## config.mk

```make
export PLATFORM = sky130hd
export DESIGN_NAME = layered_renderer
export DESIGN_NICKNAME = d
export VERILOG_FILES = /design/src/rtl/flappy_pkg.sv /design/src/rtl/pipe_hit.sv /design/src/rtl/layered_renderer.sv
export SDC_FILE = /design/constraint.sdc
export NUM_CORES = 1
export LEC_CHECK = 0
export ABC_CLOCK_PERIOD_IN_PS = 7400
export CORE_MARGIN = 5
export CORE_UTILIZATION = 32
export DETAILED_ROUTE_END_ITERATION = 8
export GPL_TIMING_DRIVEN = 0
export MAX_ROUTING_LAYER = met4
export PLACE_DENSITY_LB_ADDON = 0.3
export SLEW_MARGIN = 20
export SYNTH_ARGS = -nofsm -noshare
export SYNTH_HDL_FRONTEND = slang
export SYNTH_SLANG_ARGS = --single-unit
```

## constraint.sdc

```tcl
create_clock -name clk -period 7.4 [get_ports clk]
set_input_delay 1.85 -clock clk [delete_from_list [all_inputs] [get_ports clk]]
set_output_delay 1.85 -clock clk [all_outputs]
set_load 0.03 [all_outputs]
```

## src/rtl/flappy_pkg.sv

```systemverilog
// Shared definitions for the flappy display path: coordinate width, ground row bound,
// 4-bit reference colours and the hit-flash state type.
package flappy_pkg;

  localparam int COORD_W      = 10;
  localparam int SKYBOUND_DEF = 450;

  typedef logic [COORD_W-1:0] coord_t;

  typedef struct packed {
    logic [3:0] r;
    logic [3:0] g;
    logic [3:0] b;
  } rgb4_t;

  localparam rgb4_t SKY      = {4'd6, 4'd7,  4'd15};
  localparam rgb4_t GROUND_A = {4'd1, 4'd15, 4'd2};
  localparam rgb4_t GROUND_B = {4'd1, 4'd11, 4'd2};
  localparam rgb4_t PIPE     = {4'd9, 4'd6,  4'd0};
  localparam rgb4_t BALL_OK  = {4'd15, 4'd15, 4'd0};
  localparam rgb4_t BALL_HIT = {4'd15, 4'd0,  4'd0};

  typedef enum logic {
    FLASH_IDLE,
    FLASH_ACTIVE
  } flash_state_t;

endpackage

```

## src/rtl/pipe_hit.sv

```systemverilog
// Combinational coverage test for one pipe pair against the current pixel.
// Column edges are widened to 11 bits so a pipe near column 1023 never wraps onto column 0.
module pipe_hit
  import flappy_pkg::*;
#(
  parameter int PIPE_W   = 40,
  parameter int SKYBOUND = SKYBOUND_DEF
) (
  input  logic [9:0] pipe_x,
  input  logic [9:0] gap_top,
  input  logic [9:0] gap_bot,
  input  logic       en,
  input  logic [9:0] h,
  input  logic [9:0] v,
  output logic       hit
);

  logic [10:0] x_end;
  logic        in_col;
  logic        in_upper;
  logic        in_lower;

  assign x_end    = {1'b0, pipe_x} + 11'(PIPE_W);
  assign in_col   = ({1'b0, h} >= {1'b0, pipe_x}) && ({1'b0, h} < x_end);
  assign in_upper = v < gap_top;
  assign in_lower = (v >= gap_bot) && ({1'b0, v} <= 11'(SKYBOUND));
  assign hit      = en && in_col && (in_upper || in_lower);

endmodule

```

## src/rtl/layered_renderer.sv

```systemverilog
// Layered pixel renderer: player, NUM_PIPES pipe pairs, scrolling striped ground and sky,
// drawn from per-frame shadow copies through a 2-stage registered pipeline.
module layered_renderer
  import flappy_pkg::*;
#(
  parameter int NUM_PIPES    = 2,
  parameter int COLOR_W      = 4,
  parameter int BALL_XSIZE   = 20,
  parameter int BALL_YSIZE   = 20,
  parameter int PIPE_W       = 40,
  parameter int SKYBOUND     = SKYBOUND_DEF,
  parameter int STRIPE_W     = 16,
  parameter int FLASH_FRAMES = 60
) (
  input  logic                      clk,
  input  logic                      rst,
  input  logic                      frame_start,
  input  logic                      vidon,
  input  logic [9:0]                h_counter,
  input  logic [9:0]                v_counter,
  input  logic [9:0]                ballX,
  input  logic [9:0]                ballY,
  input  logic [10*NUM_PIPES-1:0]   pipeX,
  input  logic [10*NUM_PIPES-1:0]   gapTop,
  input  logic [10*NUM_PIPES-1:0]   gapBot,
  input  logic [NUM_PIPES-1:0]      pipe_en,
  input  logic [15:0]               status,
  output logic [COLOR_W-1:0]        red,
  output logic [COLOR_W-1:0]        green,
  output logic [COLOR_W-1:0]        blue
);

  // Counter is kept at least 3 bits wide because bit 2 drives the blink.
  localparam int FLASH_W = ($clog2(FLASH_FRAMES + 1) < 3) ? 3 : $clog2(FLASH_FRAMES + 1);

  function automatic logic [COLOR_W-1:0] scale(input logic [3:0] c);
    logic [COLOR_W-1:0] o;
    o = '0;
    for (int i = 0; i < COLOR_W; i++) o[COLOR_W-1-i] = c[3-(i%4)];
    return o;
  endfunction

  coord_t                    ball_x_s, ball_y_s;
  logic [10*NUM_PIPES-1:0]   pipe_x_s, gap_top_s, gap_bot_s;
  logic [NUM_PIPES-1:0]      pipe_en_s;
  coord_t                    scroll;

  always_ff @(posedge clk or posedge rst) begin
    if (rst) begin
      ball_x_s  <= '0;
      ball_y_s  <= '0;
      pipe_x_s  <= '0;
      gap_top_s <= '0;
      gap_bot_s <= '0;
      pipe_en_s <= '0;
      scroll    <= '0;
    end else if (frame_start) begin
      ball_x_s  <= ballX;
      ball_y_s  <= ballY;
      pipe_x_s  <= pipeX;
      gap_top_s <= gapTop;
      gap_bot_s <= gapBot;
      pipe_en_s <= pipe_en;
      if (!status[1] && !status[2]) scroll <= scroll + 10'd1;
    end
  end

  flash_state_t         state, state_next;
  logic [FLASH_W-1:0]   flash_cnt, cnt_next;
  logic                 hit_prev;
  logic                 hit_rise;
  logic                 blink_off;

  assign hit_rise = status[0] && !hit_prev;

  always_ff @(posedge clk or posedge rst) begin
    if (rst) begin
      state     <= FLASH_IDLE;
      flash_cnt <= '0;
      hit_prev  <= 1'b0;
    end else begin
      state     <= state_next;
      flash_cnt <= cnt_next;
      hit_prev  <= status[0];
    end
  end

  // A fresh hit edge reloads the blink even when it coincides with a frame tick.
  always_comb begin
    cnt_next = flash_cnt;
    if (hit_rise)
      cnt_next = FLASH_W'(FLASH_FRAMES);
    else if (frame_start && state == FLASH_ACTIVE)
      cnt_next = flash_cnt - 1'b1;
    state_next = (cnt_next != '0) ? FLASH_ACTIVE : FLASH_IDLE;
  end

  always_comb begin
    blink_off = (state == FLASH_ACTIVE) && flash_cnt[2];
  end

  logic [NUM_PIPES-1:0] pipe_hits;

  for (genvar i = 0; i < NUM_PIPES; i++) begin : g_pipe
    pipe_hit #(
      .PIPE_W  (PIPE_W),
      .SKYBOUND(SKYBOUND)
    ) u_pipe_hit (
      .pipe_x (pipe_x_s[10*i +: 10]),
      .gap_top(gap_top_s[10*i +: 10]),
      .gap_bot(gap_bot_s[10*i +: 10]),
      .en     (pipe_en_s[i]),
      .h      (h_counter),
      .v      (v_counter),
      .hit    (pipe_hits[i])
    );
  end

  logic   ball_hit;
  logic   ground_hit;
  coord_t stripe_sum;

  assign ball_hit = !blink_off
                 && ({1'b0, h_counter} >= {1'b0, ball_x_s})
                 && ({1'b0, h_counter} <  {1'b0, ball_x_s} + 11'(BALL_XSIZE))
                 && ({1'b0, v_counter} >= {1'b0, ball_y_s})
                 && ({1'b0, v_counter} <  {1'b0, ball_y_s} + 11'(BALL_YSIZE));
  assign ground_hit = {1'b0, v_counter} > 11'(SKYBOUND);
  assign stripe_sum = h_counter + scroll;

  logic s1_vid, s1_ball, s1_pipe, s1_ground, s1_stripe;

  always_ff @(posedge clk or posedge rst) begin
    if (rst) begin
      s1_vid    <= 1'b0;
      s1_ball   <= 1'b0;
      s1_pipe   <= 1'b0;
      s1_ground <= 1'b0;
      s1_stripe <= 1'b0;
    end else begin
      s1_vid    <= vidon;
      s1_ball   <= ball_hit;
      s1_pipe   <= |pipe_hits;
      s1_ground <= ground_hit;
      s1_stripe <= |(stripe_sum & 10'(STRIPE_W));
    end
  end

  rgb4_t colour;

  always_comb begin
    colour = SKY;
    if (s1_ball)        colour = (status[1] || status[0]) ? BALL_HIT : BALL_OK;
    else if (s1_pipe)   colour = PIPE;
    else if (s1_ground) colour = s1_stripe ? GROUND_A : GROUND_B;
  end

  always_ff @(posedge clk or posedge rst) begin
    if (rst) begin
      red   <= '0;
      green <= '0;
      blue  <= '0;
    end else if (!s1_vid) begin
      red   <= '0;
      green <= '0;
      blue  <= '0;
    end else begin
      red   <= scale(colour.r);
      green <= scale(colour.g);
      blue  <= scale(colour.b);
    end
  end

  logic unused_status;
  assign unused_status = ^status[15:3];

endmodule

```

==> results.cfg, run 1 <==
[routing]
top_layer_used = met4
vias = 5564
route.detailed.drc = 0
wl_met1_um = 8440
antenna_left = 0
wl_per_cell_um = 15.6
vias_per_cell = 4.79
first_iter_violations = 287
dr_wl_met3_um = 854
wirelength_um = 18100
route.met2.wl_um = 8430
dr.pass1.iters = 5

[final_layout]
layout-drive-gt1-share = 0.0386
antenna_cells = 0
fin_cells = 1161
nets = 1116
syn2layout_area_growth_pct = 27.5
multi_input_area_um2 = 3800
register_area_um2 = 2730
fillers = 2153

[logic_synthesis]
synth.most_common_cell = ha_1
syn_area_um2 = 6950
synth_cells = 745
synth_commonest_cells = ha_1 (117), dfrtp_1 (109), nand2_1 (98), o21ai_0 (94), inv_1 (87)
synth_warnings = 0
syn-num-nets = 984
synthArstFlopShare = 1.00
synth_top_area_share = 0.393
synth-seq-area-share = 0.393
syn_avg_cell_area_um2 = 9.32
synth_seq_cells = 109
yosysTopAreaCell = dfrtp_1
ys.flop_type = dfrtp_1
synth_edf_count = 0
ys_types = 46
ys_top_cells_by_area = dfrtp_1 (39%), ha_1 (21%), o21ai_0 (6.8%)

[timing]
worst_slew_pin_slew_ns = 0.789
clock_skew_ns = 0.00547
period_needed_ns = 3.90
final-max-slew-violation-count = 0
setup_viol_count_final = 0
rsz0062_at_grt = no
hold_viol_final = 0
slew_headroom = 0.473
fmax_mhz = 256
tns_ns = 0
fin_crit_sh = 0.528

[placement]
place_congestion = 0.824
dp.cells = 1146
io_buffers = 120
dp_hpwl_um = 14500

[setup_path]
r2r_end = s1_pipe
end_kind = flop
worst_path_largest_cell_delay_ns = 0.66
cp-start-kind = input port
crit_required_ns = 7.60
cp_max_fo = 7
rr_startpoint = pipe_x_s[3]
cp_cell_sequence = clkdlybuf4s50_1 > ha_1 > nand3b_1 > a21oi_1 > a211o_1 > a21oi_1 > nor3_1 > o32ai_1
crit_arrival_ns = 4.10
regToRegSetupSlack_ns = 4.90
critPathKind = in2reg
critPathMostFrequentCell = a21oi_1
cp-startpoint = h_counter[3]
slowest_stage = clkdlybuf4s50_1
r2r_cells = 9

[clock_tree]
cts_tree = yes
post_cts_resized = 0
clkSinkCount = 109
hold_buffers = 0
clkSlewWorstSetupHoldPaths_ns = 0.07
cts-root-buf = clkbuf_16
cts_buffer_depth = 2
clock_latency_ns = 0.35
cts_made_buffers = 9
post-cts-setup-buffers = 0
cts_max_level = 3

[pwr]
powerDensity_nw_per_um2 = 196
p_leak_uw = 0.00405
ir_drop_v = 0.0000862

[global_route]
track_usage = 0.153
grt_pass1_vias = 5571
overflow = 0
grt_start_max_net_pins = 78
antenna_found_initial = 0
grt_pass1_wl_um = 28700

[run_status]
status = completed

[floorplanning]
core_um2 = 21600
die_w_um = 157
die_h_um = 157
io_pins = 134
initial_core_util = 0.321
die_area_um2 = 24800
fp-row-count = 54

[worst_hold_path]
hold_path_depth = 1
hold_path.class = reg2reg
worstHoldStart = scroll[4]
holdPathEnd = scroll[4]

[job]
cap_viol_max_count = 0
-- report_power, final --
| part | switching, uW | internal [uW] | leakage, uW |
|---|---|---|---|
| clock | 225 | 308 | 0.000158 |
| combinational | 251 | 235 | 0.00258 |
| sequential | 49.6 | 669 | 0.00131 |
| total | 525 | 1210 | 0.00405 |
-- state kept, by name, indices dropped and copies added, names as in the netlist --
register / cells
gap_bot_s: 20
gap_top_s: 20
pipe_x_s: 20
ball_x_s: 10
ball_y_s: 10
flash_cnt: 6
scroll: 5
green: 4
red: 3
blue: 2
pipe_en_s: 2
hit_prev: 1
s1_ball: 1
s1_ground: 1
s1_pipe: 1
s1_stripe: 1
s1_vid: 1
state: 1
-- through the flow --
stage                util  hold slack [ns]  setup slack, ns  total power (uW)  area, um^2
CTS                 0.409            0.494             3.53              1760        8850
floorplan               -            0.465             2.68              1030        6950
global placement    0.393            0.484            0.889              1200        8500
detailed placement  0.395            0.482             3.16              1220        8530
finish              0.409            0.489             3.50              1740        8850
global route        0.409            0.519             3.35              1860        8850
-- how the worst max path moves through the flow --
stage | end | slack [ns]
after detailed placement | s1_pipe | 3.16
after CTS | s1_pipe | 3.53
final | s1_pipe | 3.50
after global placement | gap_bot_s[13] | 0.89
after floorplan | ball_x_s[0] | 2.68
after global routing | pipe_x_s[15] | 3.35
-- layout by cell type, fill, tap and decap left out, types with 7 or more instances in the layout --
master / count
inv_1: 86
nand4_1: 13
clkbuf_16: 9
o211ai_1: 7
o21ai_0: 94
clkdlybuf4s50_1: 120
nand2b_1: 7
nor2b_1: 11
xnor2_1: 25
xor2_1: 8
nor3_1: 11
ha_1: 117
a21o_1: 11
mux2_2: 11
nand2_1: 98
a21oi_1: 46
nor2_1: 13
dfrtp_1: 109
clkbuf_1: 17
-- kinds of logic (layout without fill, tap and decap cells) --
group | Yosys count | after routing | share of synthesized area
flops | 109 | 109 | 0.393
mux | 11 | 11 | 0.0178
compound gates | 192 | 192 | 0.160
fa+ha+maj | 117 | 117 | 0.211
xor+xnor | 33 | 33 | 0.0416
simple gates | 176 | 176 | 0.118
buf+inv | 107 | 243 | 0.0594
-- worst max-delay path, delay by kind of cell --
family | cells | cell delay [ns]
buf+inv | 1 | 0.66
simple gates | 2 | 0.19
fa+ha+maj | 1 | 0.45
compound gates | 4 | 0.96
-- area by class of cell --
type,count,area share
buffer,20,0.00975
clock buffer,11,0.0274
clock inverter,4,0.00905
inverter,87,0.0375
multi-input combinational,529,0.430
sequential,109,0.308
tap,280,0.0396
timing repair buffer,121,0.139
-- routing by layer --
layer / vias to the layer above / track usage
met2: 97 / 0.236
met4: 0 / 0.0447
met3: 25 / 0.0283
li1: 2835 / -
met1: 2607 / 0.204
met5: - / -
Note: power is estimated with default switching activity, not from simulation.
==> run 2, diff against run 1 <==
--- a/config.mk
+++ b/config.mk
@@ -5,7 +5,7 @@
 export SDC_FILE = /design/constraint.sdc
 export NUM_CORES = 1
 export LEC_CHECK = 0
-export ABC_CLOCK_PERIOD_IN_PS = 7400
+export ABC_CLOCK_PERIOD_IN_PS = 3650
 export CORE_MARGIN = 5
 export CORE_UTILIZATION = 32
 export DETAILED_ROUTE_END_ITERATION = 8
==> constraint.sdc (replaced) <==
create_clock -name clk -period 3.65 [get_ports clk]
set_input_delay 0.9125 -clock clk [delete_from_list [all_inputs] [get_ports clk]]
set_output_delay 0.9125 -clock clk [all_outputs]
set_load 0.03 [all_outputs]
==> run 2 against run 1 <==
Effect of this change: setup slack worse by 2.9 ns; flip-flop and latch count unchanged; global-route usage decreased by 0.19 points; core utilization about the same; die area unchanged; critical path type unchanged; critical endpoint unchanged; cell count is 0.26% higher; clock power is 82% higher; register-to-register slack lost 3.8 ns; sequential share of layout area barely moved; via count down 0.49%; total power is 97% higher; worst hold slack better by 0.0077 ns.
==> results.cfg, run 2 (synthesis results as in run 1) <==
[run_status]
status = completed

[setup_path]
critPathKind = in2reg
end_kind = flop
r2r_end = s1_pipe
cp_max_fo = 7
rr_startpoint = pipe_x_s[3]
crit_arrival_ns = 3.21
crit_required_ns = 3.84
cp-start-kind = input port
r2r_cells = 9
regToRegSetupSlack_ns = 1.08

[timing]
fmax_mhz = 331
rsz0062_at_grt = no
clock_skew_ns = 0.00633
tns_ns = 0
fin_crit_sh = 0.827
slew_headroom = 0.462
hold_viol_final = 0
final-max-slew-violation-count = 0
period_needed_ns = 3.02
setup_viol_count_final = 0
worst_slew_pin_slew_ns = 0.805

[clock_tree]
clock_latency_ns = 0.35
clkSinkCount = 109
cts_max_level = 3
hold_buffers = 0
cts_tree = yes
post_cts_resized = 0
cts_made_buffers = 9
clkSlewWorstSetupHoldPaths_ns = 0.07
post-cts-setup-buffers = 0
cts_buffer_depth = 2
cts-root-buf = clkbuf_16

[final_layout]
antenna_cells = 0
final_common_cell = clkdlybuf4s50_1
nets = 1118
most-common-layout-cells = clkdlybuf4s50_1 (120), ha_1 (117), dfrtp_1 (109)
reg_top3 = gap_bot_s (20), gap_top_s (20), pipe_x_s (20)
fin_cells = 1164
fillers = 2193
syn2layout_area_growth_pct = 27.5
final_cell_area_um2 = 8850
layout-drive-gt1-share = 0.0430

[floorplanning]
io_pins = 134
fp-row-count = 54
core_um2 = 21600
die_area_um2 = 24800
initial_core_util = 0.321
die_w_um = 157
die_h_um = 157

[worst_hold_path]
worstHoldStart = scroll[4]
hold_path.class = reg2reg
hold_path_depth = 1
holdPathEnd = scroll[4]

[pwr]
pwr-share-clk = 0.284
p_leak_uw = 0.00405
switching_share = 0.318
p_comb_frac = 0.290
ir_drop_v = 0.000193
sequentialPowerShare = 0.426
p_sw_uw = 1090
power.internal_uw = 2330
powerDensity_nw_per_um2 = 386

[placement]
io_buffers = 120
dp.cells = 1148
dp_hpwl_um = 14600
dpl-instance-area_um2 = 8560
place_congestion = 0.816

[global_route]
grt_start_max_net_pins = 33
antenna_found_initial = 0
grt_pass1_vias = 5519
overflow = 0
track_usage = 0.151
grt_pass1_wl_um = 28400

[routing]
wl_per_cell_um = 15.5
first_iter_violations = 246
antenna_left = 0
route.detailed.drc = 0
vias_per_cell = 4.76
vias = 5537
dr.pass1.iters = 5
wirelength_um = 18000

[job]
cap_viol_max_count = 0
run 2: power groups by stage:
stage / Combinational, uW / Clock [uW] / Sequential, uW
after CTS: 1000 / 996 / 1460
final: 991 / 971 / 1460
after global placement: 966 / 0 / 1480
after floorplan: 611 / 0 / 1480
after global routing: 1140 / 1040 / 1480
after detailed placement: 997 / 0 / 1480
run 2: through the flow:
| step | hold WS, ns | util | setup slack (ns) | total power (uW) |
|---|---|---|---|---|
| final | 0.496 | 0.410 | 0.631 | 3420 |
| after global routing | 0.518 | 0.410 | 0.510 | 3660 |
| after global placement | 0.483 | 0.393 | 0.250 | 2440 |
| after detailed placement | 0.490 | 0.396 | 0.300 | 2480 |
| after floorplan | 0.465 | - | 1.14 | 2100 |
| after CTS | 0.500 | 0.410 | 0.677 | 3460 |
run 2: area by class of cell:
type / instances / area, um^2 / share of cell area
Clock buffer: 10 / 239 / 0.0270
Timing Repair Buffer: 123 / 1260 / 0.142
Sequential cell: 109 / 2730 / 0.308
Multi-Input combinational cell: 529 / 3800 / 0.430
Inverter: 87 / 330 / 0.0373
Clock inverter: 6 / 55.1 / 0.00622
Buffer: 20 / 86.3 / 0.00975
Tap cell: 280 / 350 / 0.0396
run 2: worst max-delay path, stage by stage:
cell and delay [ns]:
clkdlybuf4s50_1 0.67, nor4_1 0.37, nand2_1 0.08, a41oi_1 0.36
nand2_1 0.13, o22a_1 0.22, o32ai_1 0.47
run 2: how the worst max path moves through the flow:
stage | start | to | depth (start not counted)
after floorplan | frame_start | state | 6
after global placement | rst | pipe_x_s[3] | 2
after detailed placement | frame_start | gap_bot_s[19] | 6
after CTS | frame_start | gap_bot_s[19] | 6
after global routing | v_counter[1] | s1_ball | 8
final | v_counter[3] | s1_pipe | 7
run 2: layer usage:
metal	GRT usage	wire (um)	vias to the layer above
met4	0.0475	348	0
met3	0.0184	621	15
li1	-	-	2853
met2	0.232	8340	88
met5	-	0	-
met1	0.207	8720	2581
==> run 3, diff against run 2 <==
--- a/config.mk
+++ b/config.mk
@@ -5,7 +5,7 @@
 export SDC_FILE = /design/constraint.sdc
 export NUM_CORES = 1
 export LEC_CHECK = 0
-export ABC_CLOCK_PERIOD_IN_PS = 3650
+export ABC_CLOCK_PERIOD_IN_PS = 2500
 export CORE_MARGIN = 5
 export CORE_UTILIZATION = 32
 export DETAILED_ROUTE_END_ITERATION = 8
==> constraint.sdc (replaced) <==
create_clock -name clk -period 2.5 [get_ports clk]
set_input_delay 0.625 -clock clk [delete_from_list [all_inputs] [get_ports clk]]
set_output_delay 0.625 -clock clk [all_outputs]
set_load 0.03 [all_outputs]
==> run 3 against run 2 <==
Effect of this change: critical path type unchanged; total power up 47%; highest routed layer unchanged; flip-flop and latch count unchanged; combinational power increased by 48%; clock power up 46%; sequential share of layout area down 0.20 points; largest power group unchanged; critical path depth stayed put; global-route usage unchanged; first-iteration DRC count rose by 8.5%.
==> results.cfg, run 3 (synthesis results as in run 1) <==
[run_status]
status = completed

[placement]
dp.cells = 1148
dpl-instance-area_um2 = 8560
place_congestion = 0.816
io_buffers = 120
dp_hpwl_um = 14600

[final_layout]
register_area_um2 = 2730
fin_cells = 1164
final_common_cell = ha_1
final_cell_area_um2 = 8920
fillers = 2186
nets = 1118
most-common-layout-cells = ha_1 (116), dfrtp_1 (108), clkdlybuf4s50_1 (106)
layout-drive-gt1-share = 0.0543
antenna_cells = 0
multi_input_area_um2 = 3870
reg_top3 = gap_bot_s (20), gap_top_s (20), pipe_x_s (20)
syn2layout_area_growth_pct = 28.4

[routing]
vias = 5508
first_iter_violations = 267
antenna_left = 0
wl_per_cell_um = 15.6
vias_per_cell = 4.73
dr.pass1.iters = 4
route.detailed.drc = 0
wirelength_um = 18100

[timing]
fmax_mhz = 412
slew_headroom = 0.463
rsz0062_at_grt = no
clock_skew_ns = 0.00679
hold_viol_final = 0
final-max-slew-violation-count = 0
worst_hold_slack_ns = 0.500
period_needed_ns = 2.43
worst_slew_pin_slew_ns = 0.804
setup_viol_count_final = 0
fin_crit_sh = 0.970

[floorplanning]
fp-row-count = 54
die_h_um = 157
core_um2 = 21600
io_pins = 134
die_area_um2 = 24800
initial_core_util = 0.321
die_w_um = 157

[clock_tree]
cts-root-buf = clkbuf_16
cts_made_buffers = 9
cts_buffer_depth = 2
clkSlewWorstSetupHoldPaths_ns = 0.07
cts_max_level = 3
clock_latency_ns = 0.36
cts_tree = yes
clkSinkCount = 109
post-cts-setup-buffers = 0

[setup_path]
crit_arrival_ns = 2.68
regToRegSetupSlack_ns = 0.13
cp_max_fo = 6
critPathKind = in2reg
crit_required_ns = 2.75
end_kind = flop
cp-start-kind = input port

[job]
cap_viol_max_count = 0

[global_route]
grt_pass1_wl_um = 28400
overflow = 0
antenna_found_initial = 0
grt_start_max_net_pins = 33
track_usage = 0.151
grt_pass1_vias = 5517

[pwr]
power_uw = 5020
ir_drop_v = 0.000281
powerDensity_nw_per_um2 = 563
p_leak_uw = 0.00411

[worst_hold_path]
hold_path.class = reg2reg
-- run 3: cell count changes in the layout (fill, tap and decap cells not counted), sizes merged --
cell | previous run | this run
dlymetal6s2s | 0 | 4
clkdlybuf4s50 | 120 | 106
dlygate4sd2 | 0 | 10
-- run 3: final timing paths --
check	from	to	cells past startpoint
worst max-delay path	h_counter[8]	s1_pipe	7
worst min-delay path	scroll[4]	scroll[4]	1
worst max register to register	pipe_x_s[3]	s1_pipe	9
worst min register to register	scroll[4]	scroll[4]	1
max in group asynchronous	rst	pipe_x_s[12]	3
min in group asynchronous	rst	gap_top_s[7]	2
-- run 3: final cells by class --
cell class,count,share of cell area
Sequential cell,109,0.306
Clock inverter,6,0.00617
Clock buffer,10,0.0268
Buffer,20,0.00982
Timing Repair Buffer,123,0.141
Multi-Input combinational cell,529,0.434
Inverter,87,0.0370
Tap cell,280,0.0393
-- run 3: timing repair --
item	4_1_cts	5_1_grt
endpoints found under the setup margin	46	2
gates resized for setup	16	11
pin swaps	0	6
hold buffers	0	0
-- run 3: critical path, stage by stage --
cell and delay, ns:
clkdlybuf4s50_1 0.69, ha_1 0.32, a21o_1 0.18, a21oi_1 0.14, nor2_1 0.06, a211o_1 0.33
o32ai_4 0.32
-- run 3: power breakdown --
group	internal, uW	switching (uW)
clock	722	699
combinational	711	757
sequential	1980	151
-- run 3: layer usage --
| layer | part of all wire | global-route usage |
|---|---|---|
| met5 | 0 | - |
| met4 | 0.021 | 0.0475 |
| met3 | 0.036 | 0.0184 |
| met2 | 0.46 | 0.233 |
| met1 | 0.49 | 0.207 |
-- run 3: per-stage QoR --
step	util	setup WS [ns]	setup TNS, ns
final	0.412	0.0747	0
after global routing	0.412	0.00369	0
after CTS	0.410	0.0171	0
after detailed placement	0.396	-0.563	-29.10
after global placement	0.393	-0.612	-91.12
after floorplan	-	0.276	0
